--- src/rtl/spi_reg_access.sv ---
// spi_reg_access: turns one register-access command into a {rw,addr} header byte plus a data burst
// on the SPI byte driver's valid/ready port, returning read bytes on a registered pulse stream.
module spi_reg_access #(
   parameter int P_ADDR_WIDTH = 7,
   parameter int P_DATA_WIDTH = 8,
   parameter int P_LEN_WIDTH  = 4
) (
   input  logic                    i_clk,
   input  logic                    i_rst,
   input  logic                    i_cmd_valid,
   output logic                    o_cmd_ready,
   input  logic                    i_cmd_rw,
   input  logic [P_ADDR_WIDTH-1:0] i_cmd_addr,
   input  logic [P_LEN_WIDTH-1:0]  i_cmd_len,
   input  logic [P_DATA_WIDTH-1:0] i_wr_data,
   input  logic                    i_wr_valid,
   output logic                    o_wr_ready,
   output logic [P_DATA_WIDTH-1:0] o_rd_data,
   output logic                    o_rd_valid,
   output logic                    o_busy,
   output logic                    o_done,
   output logic [P_DATA_WIDTH-1:0] o_drv_data,
   output logic                    o_drv_valid,
   input  logic                    i_drv_ready,
   input  logic [P_DATA_WIDTH-1:0] i_drv_rd_data,
   input  logic                    i_drv_rd_valid
);
   typedef enum logic [2:0] {S_IDLE, S_HDR, S_HDR_WAIT, S_DATA, S_DATA_WAIT, S_DONE} state_t;
   state_t                  state_q, state_d;
   logic                    rw_q, rw_d;
   logic [P_ADDR_WIDTH-1:0] addr_q, addr_d;
   logic [P_LEN_WIDTH-1:0]  len_q, len_d;
   logic [P_LEN_WIDTH-1:0]  cnt_q, cnt_d;
   logic [P_DATA_WIDTH-1:0] rd_data_q, rd_data_d;
   logic                    rd_valid_q, rd_valid_d;
   logic                    last;
   assign last = cnt_q == len_q;
   always_comb begin
      state_d    = state_q;
      rw_d       = rw_q;
      addr_d     = addr_q;
      len_d      = len_q;
      cnt_d      = cnt_q;
      rd_data_d  = rd_data_q;
      rd_valid_d = 1'b0;
      case (state_q)
         S_IDLE: if (i_cmd_valid) begin
            state_d = S_HDR;
            rw_d    = i_cmd_rw;
            addr_d  = i_cmd_addr;
            len_d   = i_cmd_len;
            cnt_d   = '0;
         end
         S_HDR:      state_d = i_drv_ready ? S_HDR_WAIT : S_HDR;
         S_HDR_WAIT: state_d = i_drv_rd_valid ? S_DATA : S_HDR_WAIT;
         S_DATA:     state_d = (o_drv_valid && i_drv_ready) ? S_DATA_WAIT : S_DATA;
         S_DATA_WAIT: if (i_drv_rd_valid) begin
            rd_data_d  = rw_q ? i_drv_rd_data : rd_data_q;
            rd_valid_d = rw_q;
            state_d    = last ? S_DONE : S_DATA;
            cnt_d      = last ? cnt_q : cnt_q + 1'b1;
         end
         default:    state_d = S_IDLE;
      endcase
   end
   always_ff @(posedge i_clk or posedge i_rst) begin
      if (i_rst) begin
         state_q    <= S_IDLE;
         rw_q       <= 1'b0;
         addr_q     <= '0;
         len_q      <= '0;
         cnt_q      <= '0;
         rd_data_q  <= '0;
         rd_valid_q <= 1'b0;
      end else begin
         state_q    <= state_d;
         rw_q       <= rw_d;
         addr_q     <= addr_d;
         len_q      <= len_d;
         cnt_q      <= cnt_d;
         rd_data_q  <= rd_data_d;
         rd_valid_q <= rd_valid_d;
      end
   end
   // write data passes straight through to the driver so a byte costs no extra cycle
   assign o_cmd_ready = state_q == S_IDLE;
   assign o_busy      = state_q != S_IDLE;
   assign o_done      = state_q == S_DONE;
   assign o_drv_valid = state_q == S_HDR || (state_q == S_DATA && (rw_q || i_wr_valid));
   assign o_drv_data  = state_q == S_HDR ? P_DATA_WIDTH'({rw_q, addr_q}) :
                        (state_q == S_DATA && !rw_q) ? i_wr_data : '0;
   assign o_wr_ready  = state_q == S_DATA && !rw_q && i_drv_ready;
   assign o_rd_data   = rd_data_q;
   assign o_rd_valid  = rd_valid_q;
endmodule

--- config.mk ---
export PLATFORM = sky130hd
export DESIGN_NAME = spi_reg_access
export DESIGN_NICKNAME = d
export VERILOG_FILES = /design/src/rtl/spi_reg_access.sv
export SDC_FILE = /design/constraint.sdc
export NUM_CORES = 1
export LEC_CHECK = 0
export BUFFER_PORTS_ARGS = -buffer_cell sky130_fd_sc_hd__buf_2
export CAP_MARGIN = 20
export CORE_UTILIZATION = 49
export CTS_BUF_LIST = sky130_fd_sc_hd__clkbuf_8
export DETAILED_ROUTE_END_ITERATION = 10
export PLACE_DENSITY = 0.87
export SYNTH_ARGS = -nofsm -noshare
export SYNTH_HDL_FRONTEND = slang
export SYNTH_SLANG_ARGS = --single-unit
export TNS_END_PERCENT = 50
--- constraint.sdc ---
create_clock -name i_clk -period 1.8 [get_ports i_clk]
set_clock_uncertainty 0.1 [all_clocks]
set_input_delay 0.27 -clock i_clk [delete_from_list [all_inputs] [get_ports i_clk]]
set_output_delay 0.27 -clock i_clk [all_outputs]
set_load 0.01 [all_outputs]
==> results.md <==
- Status: completed
- Clock transition at the registers of the reported paths: 90 ps
- Critical path data arrival time: 1360 ps
- Period Utilization, post-route: a little over nine tenths
- Syn Area/Cell: a little over 9 um^2
- Peak ir drop on the vdd network: just over 0.001 V
- Fraction of final layout cells sized beyond drive strength 1: 36.2%
- Number of maximum-capacitance constraint violations: 0
- Type of destination of the critical path: primary output
- Total of buffers placed on input and output ports: 55
- Total Routing Usage GR: 19.6%
- Initial antenna violation count: 0
- Start-to-end type of the worst setup path: reg2out
- Top_reg_cell synth: dfrtp_1
- Most frequent standard cell in the layout excluding fill and tap cells: buf_2
- Kind of cell adding the most delay to the critical path: flip-flops
- Number of design rule violations left after detail routing: 0
- Slowest stage cell on the critical path: dfrtp_1
- Nature of the critical path startpoint: flip-flop
- Clock tree from TritonCTS: done
- Crit path to: o_drv_valid
- Final net count: 246
- Critical Path RT: 1430 ps
- Nets in the synthesized netlist: approximately 190
- Setup slack of the most critical reg-to-reg path: 110 ps
- Master cell of the clock root buffer: clkbuf_8
- Hold path startpoint: i_cmd_addr[2]
- Final count of pins violating max slew: 0
- Inserted Diodes: 0
- Crit path buffers/inverters: 1
- Initial standard-cell utilization of the core: 53.9%
- Routed wire per std cell: 11.6 um
- Number of fillers in the final layout: 214
- Half-perimeter wire length after detailed placement: 2100 um
- Number of optimization iterations in the first detailed-route pass: 4
- Pin slew with the least headroom to its limit: 493 ps
- Clock latency at the later pin of the worst-skew pair: around 280 ps
- Most frequent cells in the layout: buf_2, nand2_1, dfrtp_1
- Floorplan row count: 18
- Level count of the clock H-tree: 1
- Cell taking the most area after synthesis: dfrtp_1
- Min setup slack post-route: 68.4 ps
- Worst slack on hold paths: 76.3 ps
- Placeable core region: 2570 um^2
- Number of nets with antenna violations after routing: 0
- Sequential cell area fraction in the yosys report: around half
- Critical path fanouts, max: 10
- Cell types with the largest area share after synthesis: dfrtp_1, nand2_1, mux2_2, a21oi_1, nor2_1
- IO Pins: 56
- DIE AREA: between 3000 and 4000 um^2
- Synth top area share: 50.6%
- Wire length of the first global-routing pass: 4130 um
- Post-detailed-route via-to-cell ratio: 5.10
- Horizontal die dimension: 55.1 um
- YS warnings: 0
- Count of distinct cell types in the synthesized netlist: 28
- Remaining global-route overflow: 0
- Number of enable-type register cells in the synthesized netlist: 0
- Via total after detailed routing: about 1200
- Die extent in y: about 55 um
- Fraction of registers with async set/reset: 100%
- Cell Area, Synth: approximately 1400 um^2
- Hold violation count in the final report: 0
- Number of sinks driven by the clock tree: 28
- Maximum buffer depth of the clock tree: 2
- Post-route minimum period: 1730 ps
- Worst hold path type: in2reg
- Gpl congestion: 0.773
- Cell Chain, Critical Path: nand2b_2, a21oi_1, buf_2
- Worst flop-to-flop path endpoint: cnt_q[3]$_DFFE_PP0P_
- Inserted Clock Buffers: 3
- Synth-to-layout area growth: 30.6%
- Worst setup path startpoint: state_q[2]$_DFFE_PP0P_
- Total stage count of the critical path: 3
- Yosys reg bits: 28
- Pin count of the biggest net entering global routing: 29
- Largest stage delay on the critical path: 480 ps
- Number of violations reported at the end of detailed-routing iteration 0: 11
- Setup violation total in the final timing report: 0
- R2r startpoint: state_q[1]$_DFFE_PP0P_
- Vias in the first global route: 993
- Total wire length: 2790 um
- Number of standard cells after synthesis: 152
- Max Clk Rate: 578 MHz
- Pre-CTS worst setup slack: between 200 and 250 ps
- Total leakage power: slightly below 1 nW
- Power density over the cells: 1530 nW/um^2
- Cell depth of the worst flop-to-flop path: 5
- Relative slew slack: 67.0%
## metal layers
| layer | routed length (um) | global-route usage [%] |
|---|---|---|
| met5 | 0 | 0 |
| met4 | 34 | 7.50 |
| met3 | 193 | 3.28 |
| met2 | 1300 | 33.3 |
| met1 | 1260 | 24.9 |
## cell families (layout without fill, tap and decap cells)
family                   Yosys count  count (layout)  share of synthesized area (%)
adder cells (fa/ha/maj)            1               1                          0.904
AO/OA/AOI/OAI                     24              24                           10.1
AND/OR/NAND/NOR                   73              73                           24.4
flip-flops                        28              28                           50.6
multiplexers                       9               9                           7.23
XOR/XNOR                           4               4                           2.53
buffers and inverters             13              71                           4.16
## worst reg2reg max path, cell delays in order, from the launching register on
cell and delay, ps:
dfrtp_1 420, buf_4 150, nand4bb_1 190, a41o_2 310
or3_1 310, a21oi_1 140
## cells in the mapped netlist (2+ instances only)
cell and number:
nor2_1 12, inv_1 6, o21ai_0 5, and2b_1 4, xnor2_1 4, nand2_1 41, dfrtp_1 28, nand3_1 3
or3_1 2, nor2b_1 6, mux2_2 8, a21oi_1 13, clkbuf_1 5
## per-stage QoR
step                      std cells  TNS (ps)  util [%]  power [mW]  area [um^2]
after floorplan                 152         0         -        1.85         1380
after global placement          234         0      66.4        2.20         1700
after detailed placement        234         0      66.4        2.24         1700
after CTS                       239         0      69.6        2.74         1790
after global routing            240     -12.1      70.4        2.99         1810
final                           240         0      70.4        2.77         1810
## state kept, by name, indices dropped and copies added, names as in the netlist
name / flops
o_rd_data: 8
addr_q: 7
cnt_q: 4
len_q: 4
state_q: 3
o_rd_valid: 1
rw_q: 1
## layout make-up
cell class	count	area, um^2	area share (%)
clock buffer	3	41.3	2.29
tap	30	37.5	2.08
timing repair buffer	61	339	18.8
multi-input combinational	111	636	35.2
sequential	28	701	38.8
clock inverter	1	30.0	1.66
inverter	6	22.5	1.25
## worst min path at each step
stage	endpoint	slack, ps	cells after the start
final	addr_q[2]$_DFFE_PP0P_	80	3
after global routing	addr_q[2]$_DFFE_PP0P_	80	3
after CTS	addr_q[2]$_DFFE_PP0P_	70	3
after detailed placement	o_rd_data[1]$_DFFE_PP0P_	240	3
after global placement	o_rd_data[1]$_DFFE_PP0P_	240	3
after floorplan	addr_q[0]$_DFFE_PP0P_	240	1
## power breakdown
group | internal [mW] | switching, mW
clock network | 0.298 | 0.192
registers | 0.873 | 0.188
logic | 0.588 | 0.629
## repair_timing
item                                   CTS  global route
endpoints found under the hold margin   28             0
setup buffers                            0             1
setup endpoints to repair                8            10
hold buffers                             1             0
gates cloned                             0             0
resized for setup                        1             3
Power figures use the tool's default switching activity.
